File: config.mk
export PLATFORM = sky130hd
export DESIGN_NAME = pipe_stage_buf
export DESIGN_NICKNAME = d
export VERILOG_FILES = /design/src/rtl/pipe_stage_buf_pkg.sv /design/src/rtl/pipe_stage_buf_hazard_cmp.sv /design/src/rtl/pipe_stage_buf.sv
export SDC_FILE = /design/constraint.sdc
export NUM_CORES = 1
export LEC_CHECK = 0
export BUFFER_PORTS_ARGS = -buffer_cell sky130_fd_sc_hd__buf_2
export CAP_MARGIN = 40
export CORE_UTILIZATION = 52
export CTS_CLUSTER_DIAMETER = 200
export DETAILED_ROUTE_END_ITERATION = 7
export GPL_ROUTABILITY_DRIVEN = 0
export GPL_TIMING_DRIVEN = 0
export PLACE_DENSITY_LB_ADDON = 0.15
export SLEW_MARGIN = 5
export SYNTH_ARGS = -nofsm -noshare
export SYNTH_HDL_FRONTEND = slang
export SYNTH_SLANG_ARGS = --single-unit
File: constraint.sdc
create_clock -name clk_i -period 6.6 [get_ports clk_i]
set_input_delay 0.99 -clock clk_i [delete_from_list [all_inputs] [get_ports clk_i]]
set_output_delay 0.99 -clock clk_i [all_outputs]
set_load 0.05 [all_outputs]
File: src/rtl/pipe_stage_buf_pkg.sv
// Shared pipeline definitions: register index width and the ID/EX payload layout.
package pipe_stage_buf_pkg;

  localparam int REG_W = 5;
  localparam int RS1_W = 32;
  localparam int RS2_W = 32;
  localparam int IMM_W = 25;
  localparam int OP_W  = 7;

  typedef logic [REG_W-1:0] reg_idx_t;

  typedef struct packed {
    logic [RS1_W-1:0] rs1;
    logic [RS2_W-1:0] rs2;
    logic [IMM_W-1:0] imm;
    logic [OP_W-1:0]  opcode;
  } id_ex_t;

  localparam int ID_EX_W = $bits(id_ex_t);

endpackage

File: src/rtl/pipe_stage_buf_hazard_cmp.sv
// Compares two source indices against every held destination index.
module pipe_hazard_cmp
  import pipe_stage_buf_pkg::*;
#(
  parameter int DEPTH = 2
) (
  input  logic [DEPTH-1:0]       held,
  input  logic [DEPTH*REG_W-1:0] rd,
  input  reg_idx_t               rs1,
  input  reg_idx_t               rs2,
  output logic                   hazard
);

  always_comb begin
    hazard = 1'b0;
    for (int i = 0; i < DEPTH; i++) begin
      if (held[i] &&
          rd[i*REG_W +: REG_W] != '0 &&
          (rd[i*REG_W +: REG_W] == rs1 ||
           rd[i*REG_W +: REG_W] == rs2))
        hazard = 1'b1;
    end
  end

endmodule

File: src/rtl/pipe_stage_buf.sv
// Small FIFO skid buffer between pipeline stages with a
// destination-register hazard check and a starvation counter.
module pipe_stage_buf
  import pipe_stage_buf_pkg::*;
#(
  parameter int DATA_W = ID_EX_W,
  parameter int DEPTH  = 2,
  parameter int CNT_W  = 16
) (
  input  logic                     clk_i,
  input  logic                     rst_i,
  input  logic                     in_valid_i,
  output logic                     in_ready_o,
  input  logic [DATA_W-1:0]        in_data_i,
  input  logic [REG_W-1:0]         in_rd_i,
  input  logic                     flush_i,
  output logic                     out_valid_o,
  input  logic                     out_ready_i,
  output logic [DATA_W-1:0]        out_data_o,
  output logic [REG_W-1:0]         out_rd_o,
  input  logic [REG_W-1:0]         rs1_q_i,
  input  logic [REG_W-1:0]         rs2_q_i,
  output logic                     hazard_o,
  output logic [$clog2(DEPTH):0]   count_o,
  output logic [CNT_W-1:0]         bubble_cnt_o
);

  localparam int PTR_W = $clog2(DEPTH);
  localparam int CW    = PTR_W + 1;

  logic [DATA_W-1:0] data_q [DEPTH];
  reg_idx_t          rd_q   [DEPTH];

  logic [PTR_W-1:0] wr_ptr;
  logic [PTR_W-1:0] rd_ptr;
  logic [CW-1:0]    count;
  logic [CNT_W-1:0] bubble;
  logic             push;
  logic             pop;

  logic [DEPTH-1:0]       held;
  logic [DEPTH*REG_W-1:0] rd_flat;

  assign in_ready_o   = (count != CW'(DEPTH));
  assign out_valid_o  = (count != '0);
  assign push         = in_valid_i & in_ready_o;
  assign pop          = out_valid_o & out_ready_i;
  assign out_data_o   = data_q[rd_ptr];
  assign out_rd_o     = rd_q[rd_ptr];
  assign count_o      = count;
  assign bubble_cnt_o = bubble;

  always_ff @(posedge clk_i or posedge rst_i) begin
    if (rst_i) begin
      wr_ptr <= '0;
      rd_ptr <= '0;
      count  <= '0;
    end else if (flush_i) begin
      wr_ptr <= '0;
      rd_ptr <= '0;
      count  <= '0;
    end else begin
      if (push)
        wr_ptr <= wr_ptr + PTR_W'(1);
      if (pop)
        rd_ptr <= rd_ptr + PTR_W'(1);
      if (push && !pop)
        count <= count + CW'(1);
      else if (!push && pop)
        count <= count - CW'(1);
    end
  end

  // Payload storage needs no reset; validity comes from count and pointers.
  always_ff @(posedge clk_i) begin
    if (push) begin
      data_q[wr_ptr] <= in_data_i;
      rd_q[wr_ptr]   <= in_rd_i;
    end
  end

  always_ff @(posedge clk_i or posedge rst_i) begin
    if (rst_i)
      bubble <= '0;
    else if (out_ready_i && !out_valid_o && bubble != '1)
      bubble <= bubble + CNT_W'(1);
  end

  // Slot g is held when its distance from the read pointer is below count.
  for (genvar g = 0; g < DEPTH; g++) begin : g_held
    logic [PTR_W-1:0] off;
    assign off = PTR_W'(g) - rd_ptr;
    assign held[g] = ({1'b0, off} < count);
    assign rd_flat[g*REG_W +: REG_W] = rd_q[g];
  end

  pipe_hazard_cmp #(
    .DEPTH (DEPTH)
  ) u_hazard (
    .held   (held),
    .rd     (rd_flat),
    .rs1    (rs1_q_i),
    .rs2    (rs2_q_i),
    .hazard (hazard_o)
  );

endmodule
* Yosys cells after proc, flatten, opt, wreduce, memory -nomap -nowiden
Memories as Yosys holds them, arrays and structs flattened.
Index checks and enable logic that the tools add are counted.
Widths: inputs -> output; s select.
** Word-level totals
- Bits in writable memories :: 202
- Memories kept :: 2
- Output and inout port bits :: 122
- Bits in registers :: 20
- Bits of input ports :: 116
** Memories
- data_q :: words 2, width 96, rd ports 1, clocked after Yosys merged registers in 0, write ports 1, RTL line pipe_stage_buf.sv:31 : logic [DATA_W-1:0] data_q [DEPTH];
- rd_q :: words 2, width 5, rd ports 3, clocked after Yosys merged registers in 0, write ports 1, RTL line pipe_stage_buf.sv:32 : reg_idx_t rd_q [DEPTH];
** Operators by class
- Order comparisons :: 2
- Reduce and logical (&&, ||, !) cells :: 19
- Bitwise operators :: 2
- $add $sub $neg :: 7
- Eq/ne operators :: 6
- Muxes and demuxes :: 11
** Operator list (number)
- $eq 5x5->1 :: 4
- $add 16x1->16 const B :: 1
- $ne 16x16->1 const B :: 1
- $reduce_bool 5->1 :: 2
- $logic_and 1x1->1 :: 8
- $mux 1 :: 8
- $mux 2 :: 3
- $reduce_bool 2->1 :: 3
- $lt 1x2->1 :: 2
- $logic_not 1->1 :: 3
- $reduce_bool 3->1 :: 1
- $add 1x1->1 const B :: 2
- $add 2x1->2 const B :: 1
- $and 1x1->1 :: 2
- $logic_or 1x1->1 :: 2
- $ne 2x2->1 const B :: 1
- $sub 1x1->1 const A :: 2
- $sub 2x1->2 const B :: 1

* Depth between registers and ports, before layout
- Depth in word-level cells :: 7
- Mapped depth :: 6
- Mapped depth without buffers :: 5

* Cells and area by module
From an unflattened synthesis, not the netlist that was laid out.
** Second synthesis, totals
- Cells, all modules :: 453
- Area total of the unflattened synthesis :: 8582.0 um^2
** By module, submodules not included
- pipe_stage_buf :: area each 8325.5 um^2, seq. area each 6566.3 um^2, cells each 418, times used 1
- pipe_hazard_cmp :: area each 256.5 um^2, seq. area each 0.0 um^2, cells each 35, times used 1

* Worst setup path before layout
Ideal clock, no wire load.
- Kind :: register to register
- Start :: reg count[0], in the netlist count_o[0]
- End :: mem data_q[0][0] (netlist name), enable pin
- Path buffers :: 1
- Arrival time :: 5.724 ns
- Setup slack :: 0.314 ns
- Stages on the path, launching flop included :: 5
- Data required time :: 6.038 ns
- Clock period less this slack :: 6.286 ns
- Cell sequence :: dfrtp_1 buf_4 nand2b_1 nand2_1 nor2_1
** On the way
- Longest elaborated chain between the ends :: 4
** Ends and longest elaborated chain
- start: declaration :: RTL line pipe_stage_buf.sv:36 : logic [CW-1:0] count;
- start signal: assignment :: RTL line pipe_stage_buf.sv:68 : count <= count + CW'(1);
- start signal: assignment :: RTL line pipe_stage_buf.sv:70 : count <= count - CW'(1);
- $ne 2x2->1 :: RTL line pipe_stage_buf.sv:44 : assign in_ready_o = (count != CW'(DEPTH));
- named net in_ready_o :: RTL line pipe_stage_buf.sv:13 : output logic in_ready_o,
- $and 1x1->1 :: RTL line pipe_stage_buf.sv:46 : assign push = in_valid_i & in_ready_o;
- $mux 1 :: RTL line pipe_stage_buf.sv:76 : if (push) begin
- $mux 1 (not written as such) :: RTL line pipe_stage_buf.sv:77 : data_q[wr_ptr] <= in_data_i;
- end: declaration :: RTL line pipe_stage_buf.sv:31
The timed path passes the listed nets, and every way through them passes these cells.

* Worst setup path in the final report
- Start :: reg rd_ptr
- End :: out out_data_o[81]
** On the way
- Longest elaborated chain between the ends :: 1
** Ends and longest elaborated chain
- start: declaration :: RTL line pipe_stage_buf.sv:35 : logic [PTR_W-1:0] rd_ptr;
- start signal: assignment :: RTL line pipe_stage_buf.sv:66 : rd_ptr <= rd_ptr + PTR_W'(1);
- $mem_v2 2x96
- end: declaration :: RTL line pipe_stage_buf.sv:19 : output logic [DATA_W-1:0] out_data_o,
Every way passes these cells.

==> key figures <==
Run status
  – Status: completed

Run
  – Max capacitance violation total: 0

Yosys
  – Mapped Nets: just under 600
  – Mapped Cells: 462
  – EDFF count, synth: slightly above 200
  – Synth top cells by count: edfxtp_1 (202), mux2_2 (98), xor2_1 (30)
  – Synth area leader: edfxtp_1
  – Yosys cell types: 43
  – Most frequent cell after synthesis: edfxtp_1
  – YS warnings: 0
  – Synth top area share: 70.1%
  – Top_reg_cell synth: edfxtp_1
  – Synth top area cells: edfxtp_1 (70%), mux2_2 (13%), dfrtp_1 (5.8%)
  – Mapped cell area: 8660 um2
  – Register bit total from synthesis: ~220
  – Syn Area/Cell: around 19 um2
  – Post-synthesis async set-or-reset flop share: 9.01%
  – Post-synthesis sequential area ratio: between 70 and 80%

Critical path
  – Reg2reg setup slack: 4.27 ns
  – Req. time, crit path: 5.61 ns
  – Startpoint types: register
  – CP max FO: 10
  – Critical Path Sink Type: primary output
  – CP arrival: 2.57 ns
  – Crit Path Category: register to primary output
  – R2r endpoint: data_q[0][88]$_DFFE_PP_
  – Worst R2R Start: count_o[0]$_DFFE_PP0P_
  – Worst setup path start: rd_ptr$_DFFE_PP0P_
  – FF-to-FF path depth: 7

Power
  – Total Power: 3620 uW
  – Power Density: 330 nW/um2
  – Comb pwr share: 19.7%
  – Sequential Power Share: 47.1%
  – Sw Share: between 20 and 30%
  – Internal power: 2570 uW
  – Sw power: around 1000 uW
  – Leak: 0.00429 uW
  – Max rail drop VDD: 0.232 mV
  – Clk pwr share: between 30 and 40%

Drt
  – Routed wire length per instance: 18.0 um
  – Antenna viol nets, final: 0
  – Initial DRC Count: 252
  – Via count: 4,983
  – DRT Pass-1 Iters: 5
  – Remaining DRCs: 0
  – Via density: between 5 and 6
  – Post-Route WL: ~17 mm

CTS
  – Post-CTS setup buffer count: 0
  – Clk sinks: 222
  – CTS buffer count: 23
  – CTS root buf: clkbuf_16
  – Worst-path clk slew: approximately 0.06 ns
  – TritonCTS clock tree: built
  – CTS resizes: 0
  – Worst-skew pair later-pin latency: 0.49 ns
  – Clock buffer depth: 3
  – CTS hold repair buffers: 0
  – H-tree depth: 1

STA
  – Final slew viol count: 0
  – Clk_skew: ~0.0046 ns
  – # setup viols final: 0
  – Fin. Hold Viols: 0
  – RSZ-0062 raised after global routing: no
  – FMAX: 281 MHz
  – Tmin final: 3.56 ns
  – Final hold slack: 0.503 ns
  – TNS Setup: 0 ns
  – Actual slew at the worst max-slew pin: ~0.75 ns
  – Slew Limit Headroom: around half
  – Tcrit/Tclk final: 53.9%
  – Post-route setup slack: 3.04 ns

GRT
  – Initial antenna violation count: 1
  – Total gr overflow: 0
  – Largest net degree at the start of global routing: 54
  – Vias in the first global route: 5,096
  – Global-route wire length before repair: 25.5 mm
  – Total GRT Usage: 19.8%

Worst hold path
  – Hold depth: 1
  – Min-delay src: bubble_cnt_o[5]$_DFFE_PP0P_
  – Worst Hold End: bubble_cnt_o[5]$_DFFE_PP0P_
  – Hold Path Class: register to register

Floorplanning
  – Die Wd: 131 um
  – Chip height: 131 um
  – Io pins: 238
  – # rows: 46
  – Core area: about 16,000 um2
  – Initial core utilization: 53.9%
  – Die area: around 17,000 um2

Placement
  – IO buf count: around 240
  – Place WS: 3.39 ns
  – HPWL after DPL: 12.0 mm

Final layout
  – Area of the multi-input gates: ~2000 um2
  – Fin nets: 846
  – Filler instances: between 1,000 and 1,500
  – FF+latch area: 6570 um2
  – Layout cells sized above 1: a little over half
  – Area grow syn2layout: 26.6%
==> per-layer routing <==
metal	up-vias	track usage (%)	share of wire, %
met3	39	7.08	9.7
li1	2328	-	-
met1	2424	22.4	37
met2	192	34.4	51
met5	-	0	0
met4	0	7.44	2.6
==> worst max-delay path by stage <==
stage	endpoint	slack, ns	cells past startpoint
3_3_place_gp	data_q[0][72]$_DFFE_PP_	-1.52	3
2_1_floorplan	data_q[0][0]$_DFFE_PP_	0.31	4
4_1_cts	out_data_o[27]	2.92	5
5_1_grt	out_data_o[27]	2.80	5
6_report	out_data_o[81]	3.04	5
3_5_place_dp	hazard_o	3.39	6
==> cell usage in the layout (no fill, tap or decap), types with 3 or more instances in the layout <==
cell	count
buf_1	5
clkinv_1	6
buf_2	243
clkinv_2	4
nand3_1	5
nand4_1	5
nor3_1	4
and4_1	3
nand2_1	15
buf_16	4
mux2_1	5
dfrtp_1	20
clkbuf_1	9
a21oi_1	10
edfxtp_1	202
nor2_1	10
xor2_1	30
mux2_2	98
xnor2_1	4
clkbuf_16	23
==> power groups by stage <==
| stage | Sequential (uW) | Clock (uW) | Combinational [uW] |
|---|---|---|---|
| final | 1700 | 1200 | 712 |
| after global routing | 1710 | 1280 | 752 |
| after CTS | 1700 | 1230 | 719 |
| after detailed placement | 1730 | 0 | 715 |
| after global placement | 1740 | 0 | 685 |
| after floorplan | 1790 | 0 | 455 |
==> registers in the layout, indices dropped and copies added, names as in the netlist <==
signal / cells
wr_ptr: 1
rd_ptr: 1
bubble_cnt_o: 16
rd_q: 10
data_q: 192
count_o: 2
==> worst max-delay path: stages, from the launching register on <==
cell and delay, ns:
dfrtp_1 0.32, clkbuf_1 0.24, buf_1 0.54, buf_2 0.38
mux2_2 0.38, buf_2 0.21
==> final cells by class <==
type                       count  share of cell area [%]
multi-input combinational    221                    18.3
clock buffer                  29                    5.46
tap                          216                    2.47
sequential                   222                    59.9
inverter                       2                  0.0685
antenna                        1                  0.0228
timing repair buffer         242                    12.0
buffer                        17                   0.788
clock inverter                12                   0.936
==> cell families (layout without fill, tap and decap cells) <==
group	after synthesis	count (layout)	share of synthesized area, %
compound gates	17	17	1.16
xor+xnor	34	34	3.44
buf+inv	19	302	1.08
other cells	0	1	0
flops	222	222	75.8
simple gates	63	63	4.48
mux	106	106	13.9
fa+ha+maj	1	1	0.144
==> metrics by stage <==
step / util [%] / area, um2 / instances
after floorplan: - / 8660 / 462
after global placement: 63.0 / 10100 / 915
after detailed placement: 63.9 / 10300 / 920
after CTS: 68.2 / 11000 / 961
after global routing: 68.2 / 11000 / 961
final: 68.3 / 11000 / 962
(Power assumes the default switching activity.)
